[config.mk]
export PLATFORM = sky130hd
export DESIGN_NAME = avm_gpio_initiator
export DESIGN_NICKNAME = d
export VERILOG_FILES = /design/src/rtl/avm_gpio_initiator.sv
export SDC_FILE = /design/constraint.sdc
export NUM_CORES = 1
export LEC_CHECK = 0
export BUFFER_PORTS_ARGS = -buffer_cell sky130_fd_sc_hd__buf_2
export CORE_MARGIN = 5
export CORE_UTILIZATION = 48
export CTS_CLUSTER_SIZE = 8
export DETAILED_ROUTE_END_ITERATION = 7
export PLACE_DENSITY = 0.76
export SLEW_MARGIN = 20
export SYNTH_ARGS = -nofsm -noshare
export SYNTH_HDL_FRONTEND = slang
export SYNTH_SLANG_ARGS = --single-unit
[constraint.sdc]
create_clock -name clk -period 2.36 [get_ports clk]
set_clock_uncertainty 0.05 [all_clocks]
set_input_delay 0.59 -clock clk [delete_from_list [all_inputs] [get_ports clk]]
set_output_delay 0.59 -clock clk [all_outputs]
set_load 0.1 [all_outputs]
[src/rtl/avm_gpio_initiator.sv]
// ----------------------------------------------------------------------------
// avm_gpio_initiator
//
// Avalon-MM initiator for the PIO-style GPIO register slave of the pcmplay
// core. The slave has a data register at address 0 and a direction register
// at address 1, a fixed read latency and no waitrequest.
//
// Local control logic issues single read/write commands over a valid/ready
// handshake; read responses return as a one-cycle strobe with held data.
// When no command is in flight the block polls address 0 every
// POLL_INTERVAL cycles and reports pin toggles on a one-cycle change strobe.
//
// Ports:
//   clk, reset_n           clock, asynchronous active-low reset
//   cmd_valid/cmd_ready    command handshake (accepted when both high)
//   cmd_write              1 = write, 0 = read
//   cmd_address            target register
//   cmd_writedata          write data
//   rsp_valid              one-cycle read-response strobe
//   rsp_readdata           read data, held until the next response
//   pin_state              last polled value of address 0 (PIN_W LSBs)
//   pin_change             one-cycle strobe, new poll XOR previous poll
//   avm_*                  Avalon-MM initiator signals, all registered
// ----------------------------------------------------------------------------
module avm_gpio_initiator #(
    parameter int unsigned ADDR_W        = 2,
    parameter int unsigned DATA_W        = 32,
    parameter int unsigned PIN_W         = 2,
    parameter int unsigned READ_LATENCY  = 1,
    parameter int unsigned POLL_INTERVAL = 1024
) (
    input  logic              clk,
    input  logic              reset_n,

    input  logic              cmd_valid,
    output logic              cmd_ready,
    input  logic              cmd_write,
    input  logic [ADDR_W-1:0] cmd_address,
    input  logic [DATA_W-1:0] cmd_writedata,

    output logic              rsp_valid,
    output logic [DATA_W-1:0] rsp_readdata,

    output logic [PIN_W-1:0]  pin_state,
    output logic [PIN_W-1:0]  pin_change,

    output logic [ADDR_W-1:0] avm_address,
    output logic              avm_chipselect,
    output logic              avm_write_n,
    output logic [DATA_W-1:0] avm_writedata,
    input  logic [DATA_W-1:0] avm_readdata
);

    // READ_LATENCY is 1..4, so the wait counter only ever holds 0..3.
    localparam int unsigned LAT_W  = 2;
    localparam int unsigned POLL_W = (POLL_INTERVAL > 1) ? $clog2(POLL_INTERVAL) : 1;

    localparam logic [LAT_W-1:0]  LAT_LOAD  = LAT_W'(READ_LATENCY - 1);
    localparam logic [POLL_W-1:0] POLL_LAST = POLL_W'(POLL_INTERVAL - 1);

    typedef enum logic [2:0] {
        StIdle,
        StWrite,
        StReadAddr,
        StReadWait,
        StDone
    } state_e;

    state_e             state_q, state_d;
    logic               src_poll_q, src_poll_d;
    logic [LAT_W-1:0]   lat_cnt_q, lat_cnt_d;
    logic [POLL_W-1:0]  poll_cnt_q, poll_cnt_d;
    logic               poll_pending_q, poll_pending_d;
    logic               first_poll_q, first_poll_d;

    logic               cmd_ready_q, cmd_ready_d;
    logic               rsp_valid_q, rsp_valid_d;
    logic [DATA_W-1:0]  rsp_readdata_q, rsp_readdata_d;
    logic [PIN_W-1:0]   pin_state_q, pin_state_d;
    logic [PIN_W-1:0]   pin_change_q, pin_change_d;

    logic [ADDR_W-1:0]  avm_address_q, avm_address_d;
    logic               avm_chipselect_q, avm_chipselect_d;
    logic               avm_write_n_q, avm_write_n_d;
    logic [DATA_W-1:0]  avm_writedata_q, avm_writedata_d;

    logic               cmd_accept;

    // cmd_ready is registered and only ever high while sitting in IDLE.
    assign cmd_accept = cmd_valid && cmd_ready_q && (state_q == StIdle);

    // ------------------------------------------------------------------------
    // State register
    // ------------------------------------------------------------------------
    always_ff @(posedge clk or negedge reset_n) begin
        if (!reset_n) begin
            state_q          <= StIdle;
            src_poll_q       <= 1'b0;
            lat_cnt_q        <= '0;
            poll_cnt_q       <= '0;
            poll_pending_q   <= 1'b0;
            first_poll_q     <= 1'b1;
            cmd_ready_q      <= 1'b0;
            rsp_valid_q      <= 1'b0;
            rsp_readdata_q   <= '0;
            pin_state_q      <= '0;
            pin_change_q     <= '0;
            avm_address_q    <= '0;
            avm_chipselect_q <= 1'b0;
            avm_write_n_q    <= 1'b1;
            avm_writedata_q  <= '0;
        end else begin
            state_q          <= state_d;
            src_poll_q       <= src_poll_d;
            lat_cnt_q        <= lat_cnt_d;
            poll_cnt_q       <= poll_cnt_d;
            poll_pending_q   <= poll_pending_d;
            first_poll_q     <= first_poll_d;
            cmd_ready_q      <= cmd_ready_d;
            rsp_valid_q      <= rsp_valid_d;
            rsp_readdata_q   <= rsp_readdata_d;
            pin_state_q      <= pin_state_d;
            pin_change_q     <= pin_change_d;
            avm_address_q    <= avm_address_d;
            avm_chipselect_q <= avm_chipselect_d;
            avm_write_n_q    <= avm_write_n_d;
            avm_writedata_q  <= avm_writedata_d;
        end
    end

    // ------------------------------------------------------------------------
    // Next-state logic
    // ------------------------------------------------------------------------
    always_comb begin
        state_d         = state_q;
        src_poll_d      = src_poll_q;
        lat_cnt_d       = lat_cnt_q;
        poll_cnt_d      = poll_cnt_q;
        poll_pending_d  = poll_pending_q;
        first_poll_d    = first_poll_q;
        rsp_valid_d     = 1'b0;
        rsp_readdata_d  = rsp_readdata_q;
        pin_state_d     = pin_state_q;
        pin_change_d    = '0;
        avm_address_d   = avm_address_q;
        avm_writedata_d = avm_writedata_q;

        // Poll timer free-runs in every state. A wrap while a poll is already
        // pending just re-asserts the same flag, so polls never queue up.
        if (POLL_INTERVAL > 0) begin
            if (poll_cnt_q == POLL_LAST) begin
                poll_cnt_d     = '0;
                poll_pending_d = 1'b1;
            end else begin
                poll_cnt_d = poll_cnt_q + 1'b1;
            end
        end

        case (state_q)
            StIdle: begin
                // A command always beats a pending poll; the poll waits for
                // the next IDLE cycle.
                if (cmd_accept) begin
                    avm_address_d = cmd_address;
                    src_poll_d    = 1'b0;
                    if (cmd_write) begin
                        avm_writedata_d = cmd_writedata;
                        state_d         = StWrite;
                    end else begin
                        state_d = StReadAddr;
                    end
                end else if (poll_pending_q) begin
                    avm_address_d = '0;
                    src_poll_d    = 1'b1;
                    // Launching clears the flag, even against a same-cycle
                    // wrap, so one expiry yields exactly one poll.
                    poll_pending_d = 1'b0;
                    state_d        = StReadAddr;
                end
            end

            StWrite: begin
                state_d = StDone;
            end

            StReadAddr: begin
                lat_cnt_d = LAT_LOAD;
                state_d   = StReadWait;
            end

            StReadWait: begin
                // Counter hits 0 on the READ_LATENCY-th edge after the slave
                // saw the address phase: readdata is valid right now.
                if (lat_cnt_q == '0) begin
                    if (src_poll_q) begin
                        pin_state_d = avm_readdata[PIN_W-1:0];
                        if (first_poll_q) begin
                            first_poll_d = 1'b0;
                        end else begin
                            pin_change_d = avm_readdata[PIN_W-1:0] ^ pin_state_q;
                        end
                    end else begin
                        rsp_valid_d    = 1'b1;
                        rsp_readdata_d = avm_readdata;
                    end
                    state_d = StDone;
                end else begin
                    lat_cnt_d = lat_cnt_q - 1'b1;
                end
            end

            StDone: begin
                state_d = StIdle;
            end

            default: begin
                state_d = StIdle;
            end
        endcase

        // Outputs are registered from the upcoming state so they line up
        // with the state they belong to.
        cmd_ready_d      = (state_d == StIdle);
        avm_chipselect_d = (state_d == StWrite) || (state_d == StReadAddr);
        avm_write_n_d    = (state_d != StWrite);
    end

    assign cmd_ready      = cmd_ready_q;
    assign rsp_valid      = rsp_valid_q;
    assign rsp_readdata   = rsp_readdata_q;
    assign pin_state      = pin_state_q;
    assign pin_change     = pin_change_q;
    assign avm_address    = avm_address_q;
    assign avm_chipselect = avm_chipselect_q;
    assign avm_write_n    = avm_write_n_q;
    assign avm_writedata  = avm_writedata_q;

endmodule

* Word-level counts from Yosys, hierarchy flattened
Cells that the tools add are included.
W data, S select, Z words.
** Storage, ports and cells
- Bits in registers :: 92
- Input port bits :: 70
- Output and inout bits :: 74
** Cells by class
- $add $sub $neg :: 2
- Eq/ne operators :: 8
- Muxes and demuxes :: 23
- Bitwise operators :: 2
- Reduce and logical (&&, ||, !) cells :: 13
** Operators with widths (number)
- $mux W2 :: 8
- $pmux W3 S4 :: 1
- $add A10 B1 Y10 const B :: 1
- $eq A10 B10 Y1 const B :: 1
- $mux W10 :: 1
- $eq A3 B2 Y1 const B :: 3
- $mux W1 :: 9
- $mux W3 :: 3
- $reduce_and A3 Y1 :: 3
- $eq A3 B1 Y1 const B :: 2
- $logic_not A3 Y1 :: 2
- $pmux W2 S2 :: 1
- $reduce_and A2 Y1 :: 2
- $reduce_bool A2 Y1 :: 2
- $ne A3 B1 Y1 const B :: 1
- $logic_and A1 B1 Y1 :: 2
- $logic_not A2 Y1 :: 1
- $ne A2 B2 Y1 const B :: 1
- $sub A2 B1 Y2 const B :: 1
- $xor A2 B2 Y2 :: 1
- $logic_or A1 B1 Y1 :: 1
- $not A1 Y1 :: 1

* Logic depth before layout (Yosys ltp)
- Depth after elaboration :: 6
- Mapped depth :: 6

* Worst setup path after synthesis
OpenSTA, ideal clock, no wires.
- Path kind :: flip-flop to flip-flop
- From :: register cmd_ready_q, in the netlist cmd_ready
- To :: register avm_writedata_q[12], in the netlist avm_writedata[12]
- Arrival time :: 1909 ps
- Required time :: 2185 ps
- Path slack :: 275 ps
- Cell stages (with the launch flop) :: 6
- Path buffers :: 2
- Path through :: dfrtp_1 and2_1 and3_1 buf_6 buf_6 mux2_2
** Between the ends
- Cells in the longest elaborated chain, start to end :: 3
** RTL lines
- start, declared :: RTL line 76 : logic cmd_ready_q, cmd_ready_d;
- start signal, assigned :: RTL line 119 : cmd_ready_q <= cmd_ready_d;
- $logic_and A1 B1 Y1 (2 in a row) :: RTL line 90 : assign cmd_accept = cmd_valid && cmd_ready_q && (state_q == StIdle);
- $reduce_and A3 Y1 (no source line)
- end signal, assigned :: RTL line 127 : avm_writedata_q <= avm_writedata_d;
- end, declared :: RTL line 85 : logic [DATA_W-1:0] avm_writedata_q, avm_writedata_d;
Every way passes these cells.
A chain may end at the register's enable or synchronous reset.

* Worst setup path after layout
- From :: register avm_write_n_q, in the netlist avm_write_n
- To :: output port avm_write_n
** RTL lines
- start, declared :: RTL line 84 : logic avm_write_n_q, avm_write_n_d;
- start signal, assigned :: RTL line 126 : avm_write_n_q <= avm_write_n_d;
- end, declared :: RTL line 49 : output logic avm_write_n,
No word-level cell between the ends.

==> metrics <==
Initial DRC Count 65; post-route ant nets 0; fin worst setup slack approximately 440 ps; met3 wire length just over 600 um; fillers between 500 and 600; final slew viol count 0; Worst slew margin 0.657; layout cells sized above 1 0.598; Final Setup Violations 0; Initial Utilization 0.492; worst-margin pin slew 510 ps; Critical Path End Type output port; vias per cell approximately 5; Die Area between 9000 and 10000 um2; CORE AREA between 7000 and 8000 um2; met2 wire len roughly 3.6 mm; Setup Buffers After CTS 0; row count 31; syn avg cell area 15.4 um2; Most used DFF post-synth dfrtp_1; Tot GR Track Use 0.161; Die Wd between 90 and 100 um; RSZ-0062 raised after global routing false; DR pass1 iterations 3; CTS sink cnt 92; number of max-cap violations 0; # IOs 144; Unique masters post-synth 31; Die Height a little under 100 um; family with the most delay on the worst path flip-flops; CP cell instances buf_2; vias in the first global route 2421; CP max stage delay 520 ps; Layout Nets roughly 450; Syn Nets around 300; final hold vios 0; final setup TNS 0 ps; FFs w/ async S/R, synth 1.00; first-pass GRT wire length around 11 mm; largest net degree at the start of global routing 44; CTS buffer count 9; drt wl/cell between 10 and 15 um; wl on met1 between 2 and 3 mm; Yosys warnings 0; crit start category flop; Max Root-Sink Buffers 2; Area Overhead vs Synth 27.8%; WP data required about 1700 ps; Max FO, Critical Path 1; max layer used met4; Post-synth EDFFs 0; CP Class flop to output port; grt ovf 0; GPL Wtd Cong 0.699; H-tree lvl count 3; Post-Place Worst Slack around 520 ps; CP max-delay cell dfstp_2; Multi-input gate area ~1200 um2; placed cell area ~4400 um2; worst path bufs/invs 1; root buffer cell clkbuf_8; final WL 7.17 mm; outcome complete, no violations; most common library cell in the layout ignoring fill and taps buf_2; DP Wirelength approximately 5.5 mm; Post-Synthesis Cell Area approximately 3600 um2; min cycle time layout 1920 ps; sequential-to-total area share from yosys stat 0.646; class of the worst hold path input port to async pin; CTS tree built; Clk Latency, worst-skew pair between 300 and 400 ps; # DRC 0; port bufs roughly 140; Cells after Synth 232; initial antenna violation count 0; most frequent cells in the layout buf_2, dfrtp_1, mux2_2; sequential cell area between 2000 and 2500 um2; fmax 0.521 GHz; CTS clk-pin slew, worst paths approximately 90 ps; hold bufs inserted after CTS 0; Finished Cell Area roughly 4600 um2; post-CTS sizing 0; post-route clock period utilization 0.813; Antenna diodes 0; Vias between 2000 and 2500; Data arrival, critical path between 1000 and 1500 ps; FF+latch count, synth 92
## synth_stat cells, types with 2 or more instances
cell type  number  area (um2)
dfstp_2         2        52.6
o21a_1          2        15.0
xor2_1          2        17.5
a31oi_1         2        12.5
nand2_1         4        15.0
and3_1          2        12.5
nand4_1         4        25.0
or3_1           2        12.5
buf_8           2        30.0
and4_1          3        26.3
mux2_2         66         743
nand3b_1        2        15.0
nor3_1          3        15.0
ha_1            2        25.0
xnor2_1         5        43.8
o21ai_0         4        20.0
a21oi_1         4        20.0
nor2_1          4        15.0
nor2b_1         2        12.5
dfrtp_1        90        2250
nand3_1         3        15.0
a22o_1          2        17.5
buf_6           5        56.3
and2_1          4        25.0
inv_1           5        18.8
## logic make-up after synthesis
logic type | after synthesis | share of synthesized area
DFF | 92 | 0.646
muxes | 67 | 0.211
and+or+nand+nor | 36 | 0.0624
AOI/OAI and AO/OA | 15 | 0.0256
buffers and inverters | 13 | 0.0305
xor gates and xnor gates | 7 | 0.0172
adders and majority gates | 2 | 0.00701
## registers in the layout, indices dropped and copies added (netlist names), 2 cells and up
name / count
avm_writedata: 32
rsp_readdata: 32
poll_cnt_q: 10
pin_state: 2
avm_address: 2
lat_cnt_q: 2
pin_change: 2
state_q: 3
## per-stage QoR
| stage | std cells | utilization | hold WS, ps |
|---|---|---|---|
| finish | 485 | 0.629 | 107 |
| global route | 485 | 0.629 | 121 |
| CTS | 485 | 0.629 | 106 |
| detailed placement | 470 | 0.605 | 415 |
| global placement | 470 | 0.605 | 408 |
| floorplan | 232 | - | 244 |
## per-layer routing
metal  global-route usage  up-vias
li1                     -     1120
met3               0.0391       10
met4               0.0723        0
met1                0.192     1166
met2                0.274       84
met5                    0        -
## cell type report
class / count / area share
sequential: 92 / 0.505
inverter: 5 / 0.00412
tap: 99 / 0.0272
clock inverter: 5 / 0.00796
clock buffer: 10 / 0.0302
timing repair buffer: 147 / 0.172
multi-input combinational: 127 / 0.253
## path summary, 6_finish.rpt
check | startpoint | to | slack, ps | cells after the start
setup reg to reg | state_q[2] | avm_writedata[3] | 490 | 4
max in group asynchronous | reset_n | rsp_readdata[4] | 1530 | 2
min in group clk | cmd_address[0] | avm_address[0] | 420 | 2
hold reg to reg | state_q[2] | state_q[2] | 430 | 1
hold / removal | reset_n | rsp_readdata[13] | 110 | 1
setup / recovery | avm_write_n | avm_write_n | 440 | 1
Power is not shown: default switching activity piles up to over one toggle a cycle in this logic, so the estimate is an artifact.
